File: config.mk
export PLATFORM = sky130hd
export DESIGN_NAME = pwm_capture
export DESIGN_NICKNAME = d
export VERILOG_FILES = /design/src/rtl/pwm_capture.sv
export SDC_FILE = /design/constraint.sdc
export NUM_CORES = 1
export LEC_CHECK = 0
export CAP_MARGIN = 20
export CORE_MARGIN = 10
export CORE_UTILIZATION = 45
export CTS_CLUSTER_DIAMETER = 100
export DETAILED_ROUTE_END_ITERATION = 16
export PLACE_DENSITY = 0.67
export SETUP_SLACK_MARGIN = 0.1
export SLEW_MARGIN = 20
export SYNTH_ARGS = -nofsm -noshare
export SYNTH_HDL_FRONTEND = slang
export SYNTH_SLANG_ARGS = --single-unit
File: constraint.sdc
create_clock -name clk -period 2.1 [get_ports clk]
set_input_delay 0.63 -clock clk [delete_from_list [all_inputs] [get_ports clk]]
set_output_delay 0.63 -clock clk [all_outputs]
set_load 0.02 [all_outputs]
File: src/rtl/pwm_capture.sv
// Recovers duty (high-cycle count) and period from an asynchronous PWM line.
// Emits one result per period, plus a stuck result when no rising edge arrives within TIMEOUT cycles.
module pwm_capture #(
  parameter int          PWM_INTERVAL = 1200,
  parameter int          TIMEOUT      = 1800,
  parameter int          WIDTH        = 11,
  parameter bit          ACTIVE_LOW   = 1'b0,
  localparam int         CNT_W        = $clog2(TIMEOUT + 1)
) (
  input  logic             clk,
  input  logic             rst_n,
  input  logic             pwm_in,
  output logic [WIDTH-1:0] duty_out,
  output logic [CNT_W-1:0] period_out,
  output logic             valid,
  output logic             stuck,
  output logic             locked
);

  localparam int unsigned DUTY_MAX = (2 ** WIDTH) - 1;

  typedef enum logic {SEEK, MEASURE} state_t;

  state_t           state;
  logic             sync1, sync2, s_prev;
  logic             s, rise, timeout, per_match;
  logic [CNT_W-1:0] per_cnt, hi_cnt;
  logic [1:0]       match_cnt, match_inc;

  function automatic logic [WIDTH-1:0] sat_duty(input int unsigned v);
    return (v > DUTY_MAX) ? WIDTH'(DUTY_MAX) : WIDTH'(v);
  endfunction

  // NOTE: every signal assigned in always_comb gets a value on every path, so no latch is inferred.
  always_comb begin
    s         = sync2 ^ ACTIVE_LOW;
    rise      = s & ~s_prev;
    timeout   = (per_cnt == CNT_W'(TIMEOUT - 1));
    per_match = (per_cnt == CNT_W'(PWM_INTERVAL));
    match_inc = (match_cnt == 2'd2) ? 2'd2 : match_cnt + 2'd1;
  end

  // NOTE: sequential state uses non-blocking assignments only, so every register sees pre-edge values.
  always_ff @(posedge clk or negedge rst_n) begin
    if (!rst_n) begin
      state      <= SEEK;
      sync1      <= 1'b0;
      sync2      <= 1'b0;
      s_prev     <= 1'b0;
      per_cnt    <= '0;
      hi_cnt     <= '0;
      match_cnt  <= 2'd0;
      duty_out   <= '0;
      period_out <= '0;
      valid      <= 1'b0;
      stuck      <= 1'b0;
      locked     <= 1'b0;
    end else begin
      sync1  <= pwm_in;
      sync2  <= sync1;
      s_prev <= s;
      valid  <= 1'b0;

      if (rise) begin
        // The first edge after SEEK only arms the counters; later edges close a period.
        if (state == MEASURE) begin
          duty_out   <= sat_duty(32'(hi_cnt));
          period_out <= per_cnt;
          stuck      <= 1'b0;
          valid      <= 1'b1;
          match_cnt  <= per_match ? match_inc : 2'd0;
          locked     <= per_match && (match_inc == 2'd2);
        end
        state   <= MEASURE;
        per_cnt <= CNT_W'(1);
        hi_cnt  <= CNT_W'(1);
      end else if (timeout) begin
        duty_out   <= s ? sat_duty(PWM_INTERVAL) : '0;
        period_out <= '0;
        stuck      <= 1'b1;
        valid      <= 1'b1;
        match_cnt  <= 2'd0;
        locked     <= 1'b0;
        state      <= SEEK;
        per_cnt    <= '0;
        hi_cnt     <= '0;
      end else begin
        per_cnt <= per_cnt + CNT_W'(1);
        if (state == MEASURE) hi_cnt <= hi_cnt + CNT_W'(s);
      end
    end
  end

endmodule

After elaboration in Yosys (flattened, before gate mapping)
Index checks and enable logic that the tools add are counted.
Cells by class
  $add $sub $neg: 3
  $mul: 0
  divide/modulo/power cells: 0
  $lt $le $gt $ge: 0
  equality and inequality tests: 5
  shift operators: 0
  muxes and demuxes: 27
  bitwise gates (word level): 2
  reductions and logical operators: 4
Operators with widths (count)
  11-bit 2-to-1 mux: 12
  11-bit == test (second input constant): 2
  11-bit by 1-bit adder with 11-bit output: 1
  11-bit by 1-bit adder with 11-bit output (second input constant): 1
  1-bit 2-to-1 mux: 10
  2-bit 2-to-1 mux: 5
  2-bit == test (second input constant): 2
  3-bit nonzero test: 1
  2-bit by 1-bit adder with 2-bit output (second input constant): 1
  2-bit inequality test (second input constant): 1
  2-bit AND reduction: 1
  2-bit nonzero test: 1
  1-bit bitwise AND: 1
  1-bit logical AND: 1
  1-bit inverter: 1
Word-level totals
  flip-flop bits (word level): 53
  bits in latches: 0
  RAM bits: 0
  ROM bits: 0
  bits of input ports: 3
  word-level logic and storage cells: 53
  memories: 0

Depth between registers and ports, before layout
  word-level depth: 6
  gate-level depth with buffers: 7
  mapped depth without buffers: 6

Worst setup path before layout
OpenSTA, ideal clock, no wires.
  path type: reg2reg
  from: register per_cnt[5]
  to: register duty_out[2]
  setup time: 0.121 ns
  data arrival time: 1.632 ns
  path slack: 0.347 ns
  cell stages (with the launch flop): 6
  path buffers: 1
  cells stage by stage: dfrtp_1 -> or3_4 -> nor4_4 -> a21oi_2 -> buf_6 -> a22o_1
Between the ends
  cells in the longest elaborated chain, start to end: 3
RTL lines
  from (decl): RTL line 27  | logic [CNT_W-1:0] per_cnt, hi_cnt;
  from (signal assigned): RTL line 88  | per_cnt <= per_cnt + CNT_W'(1);
  11-bit == test: RTL line 38  | timeout = (per_cnt == CNT_W'(TIMEOUT - 1));
  2-bit nonzero test (no line)
  2-bit AND reduction (no line)
  to (signal assigned): RTL line 67  | duty_out <= sat_duty(32'(hi_cnt));
  to (signal assigned): RTL line 78  | duty_out <= s ? sat_duty(PWM_INTERVAL) : '0;
  to (decl): RTL line 13  | output logic [WIDTH-1:0] duty_out,
No other way between the ends.
A chain may end at the register's enable or synchronous reset.

Worst setup path in the final report
  from: register duty_out[6]
  to: output duty_out[6]
No word-level cell between the ends.

==> impl_metrics.env <==
export IMPL_finalHoldViolCount=0
export IMPL_crit_chain="clkdlybuf4s50_1"
export IMPL_antenna_found_initial=0
export IMPL_async_flop_share_pct=100
export IMPL_fmax_mhz=519
export IMPL_syn_instance_count=193
export IMPL_wirelength_mm=4.26
export IMPL_core_area_sq_um=4750
export IMPL_startpoint_type="flip-flop"
export IMPL_relSlewSlack_pct=49.0
export IMPL_dieWidth_microns=90.4
export IMPL_grt_max_degree=34
export IMPL_syn_nets=201
export IMPL_switching_share_pct=27.6
export IMPL_criticalPathCategory="reg -> out"
export IMPL_grt_pass1_wl_mm=7.20
export IMPL_synth_top_flop_cell="dfrtp_1"
export IMPL_endpoint_kind="output port"
export IMPL_via_count=1496
export IMPL_fin_skew_ps=10.8
export IMPL_power_internal_mw=1.80
export IMPL_clock_power_share_pct=29.5
export IMPL_rows=25
export IMPL_cp_num_buf_inv=1
export IMPL_syn_to_final_growth_pct=24.2
export IMPL_drtIter0Drc=68
export IMPL_yosysMostFrequentCell="dfrtp_1"
export IMPL_post_cts_resize_count=0
export IMPL_syn_mean_instance_area_sq_um=11.6
export IMPL_synth_edff_count=0
export IMPL_min_period_over_period_pct=91.7
export IMPL_drtPass1Iterations=6
export IMPL_p_seq_share_pct=49.5
export IMPL_post_cts_buffers=0
export IMPL_p_leak_nw=1.28
export IMPL_setup_violations_final=0
export IMPL_peakVddDrop_mv=0.344
export IMPL_ys_warn_count=0
export IMPL_tightest_slew_ps=763
export IMPL_num_nets_final=240
export IMPL_htree_levels=2
export IMPL_drv_cap=0
export IMPL_place_congestion=0.795
export IMPL_grt_pass1_vias=1491
export IMPL_reg2reg_setup_slack_ps=200
export IMPL_slew_violations=0
export IMPL_synth_area_top_cells="dfrtp_1 (58%), a22o_1 (7.9%), nor2_1 (4.4%)"
export IMPL_post_route_min_period_ps=1930
export IMPL_drc_errors=0
export IMPL_worstPathArrival_ps=1300
export IMPL_root_buffer="clkbuf_8"
export IMPL_critPathMaxFanout=2
export IMPL_die_height_microns=90.4
export IMPL_place_port_buffers=27
export IMPL_path_clk_slew_ps=90
export IMPL_clock_sinks=52
export IMPL_holdBufCountCts=0
export IMPL_slowest_stage="clkdlybuf4s50_1"
export IMPL_cts_path_max_buffers=2
export IMPL_clock_latency_ps=310
export IMPL_cts_tree="built"
export IMPL_synth_area_sq_um=2230
export IMPL_comb_power_share_pct=21.0
export IMPL_cts_buffers=5
export IMPL_n_antenna_cell=0
export IMPL_cp_data_required_time_ps=1470
export IMPL_synthTopCellsByCount="dfrtp_1 (52), nor2_1 (26), a22o_1 (20)"
export IMPL_post_layout_nonfiller_instances=300
export IMPL_io_pins=28
export IMPL_holdWs_ps=268
export IMPL_critPathMaxStageDelay_ps=620
export IMPL_path_delay_family="buffers and inverters"
export IMPL_hpwl_mm=2.98
export IMPL_rsz0062_at_grt="false"
export IMPL_cellPowerDensity_nw_per_um2=899
export IMPL_avgViaCountPerCell=4.99
export IMPL_ys_types=30
export IMPL_grt_usage_pct=10.6
export IMPL_yosys_area_top_type="dfrtp_1"
export IMPL_overflow=0
export IMPL_regToRegEndpoint="match_cnt[0]"
export IMPL_synth_top_area_share_pct=58.4
export IMPL_dp_cells=292
export IMPL_wl_per_cell_microns=14.2
export IMPL_ant_nets=0
export IMPL_fin_total_pwr_mw=2.49
export IMPL_ys_seq_area_share_pct=58.4
export IMPL_fp_dieArea_sq_um=8170
export IMPL_final_layout_size_suffix_gt1_share_pct=10.7
export IMPL_initial_utilization_pct=46.9
export IMPL_hold_class="in -> async"
export IMPL_synth_seq_cells=52
export IMPL_reg2reg_depth=4
export IMPL_p_switching_mw=0.687
export IMPL_final_setup_tns_ps=0
export IMPL_r2r_start="per_cnt[6]"
export IMPL_outcome="finished, final reports clean"
per-layer routing:
layer	global-route usage, %	wire [microns]
met1	13.1	2100
met4	4.38	72
met5	0	0
met2	16.3	1790
met3	3.91	293
cell usage in the layout (no fill, tap or decap), drive strengths merged:
master,Yosys,routed
a21oi,1,1
a22o,20,20
and3,1,1
and3b,1,1
and4,2,2
and4b,1,1
buf,6,14
bufinv,0,1
clkbuf,2,7
clkdlybuf4s50,0,26
dfrtp,52,52
ha,5,5
inv,13,13
mux2i,6,6
nand2,10,10
nand2b,1,1
nand3,5,5
nand4,5,5
nor2,26,26
nor2b,1,1
nor3,3,3
nor4,3,3
o21ai,8,8
or2,1,1
or3,1,1
or3b,1,1
xnor2,11,11
xor2,7,7
kinds of logic after synthesis:
logic type      Yosys count  share of synthesized area [%]
simple gates             62                           14.4
flops                    52                           58.4
compound gates           29                           10.0
buf+inv                  21                           4.60
xor+xnor                 18                           7.07
mux                       6                           2.69
fa+ha+maj                 5                           2.81
final cells by class:
cell class                 instances  area, sq um
fill                             415         1990
sequential                        52         1300
multi-input combinational        120          833
timing repair buffer              40          375
clock buffer                       7         96.3
tap                               67         83.8
inverter                          13         48.8
clock inverter                     1         30.0
worst max path at each step:
stage	startpoint	endpoint	slack [ps]	depth (start not counted)
after floorplan	per_cnt[5]	duty_out[2]	350	5
after global placement	per_cnt[1]	duty_out[5]	70	5
after detailed placement	per_cnt[5]	match_cnt[0]	210	4
after CTS	locked	locked	160	1
after global routing	locked	locked	120	1
final	duty_out[6]	duty_out[6]	170	1
power groups by stage:
stage	registers, mW	clock network [mW]	logic, mW
2_1_floorplan	1.31	0	0.221
3_3_place_gp	1.25	0	0.520
3_5_place_dp	1.25	0	0.532
4_1_cts	1.23	0.753	0.534
5_1_grt	1.25	0.798	0.584
6_report	1.23	0.734	0.523
stage by stage:
| step | utilization (%) | area [sq um] | worst slack (ps) |
|---|---|---|---|
| 5_1_grt | 58.2 | 2770 | 122 |
| 6_report | 58.2 | 2770 | 174 |
| 4_1_cts | 58.2 | 2770 | 160 |
| 2_1_floorplan | - | 2230 | 347 |
| 3_3_place_gp | 55.4 | 2640 | 68.0 |
| 3_5_place_dp | 55.6 | 2640 | 208 |
flip-flops by register name, indices dropped and copies added (netlist names):
| signal | flops |
|---|---|
| hi_cnt | 11 |
| s_prev | 1 |
| state | 1 |
| valid | 1 |
| sync1 | 1 |
| period_out | 11 |
| s | 1 |
| per_cnt | 11 |
| stuck | 1 |
| match_cnt | 1 |
| duty_out | 11 |
| locked | 1 |
(Power assumes the default switching activity.)
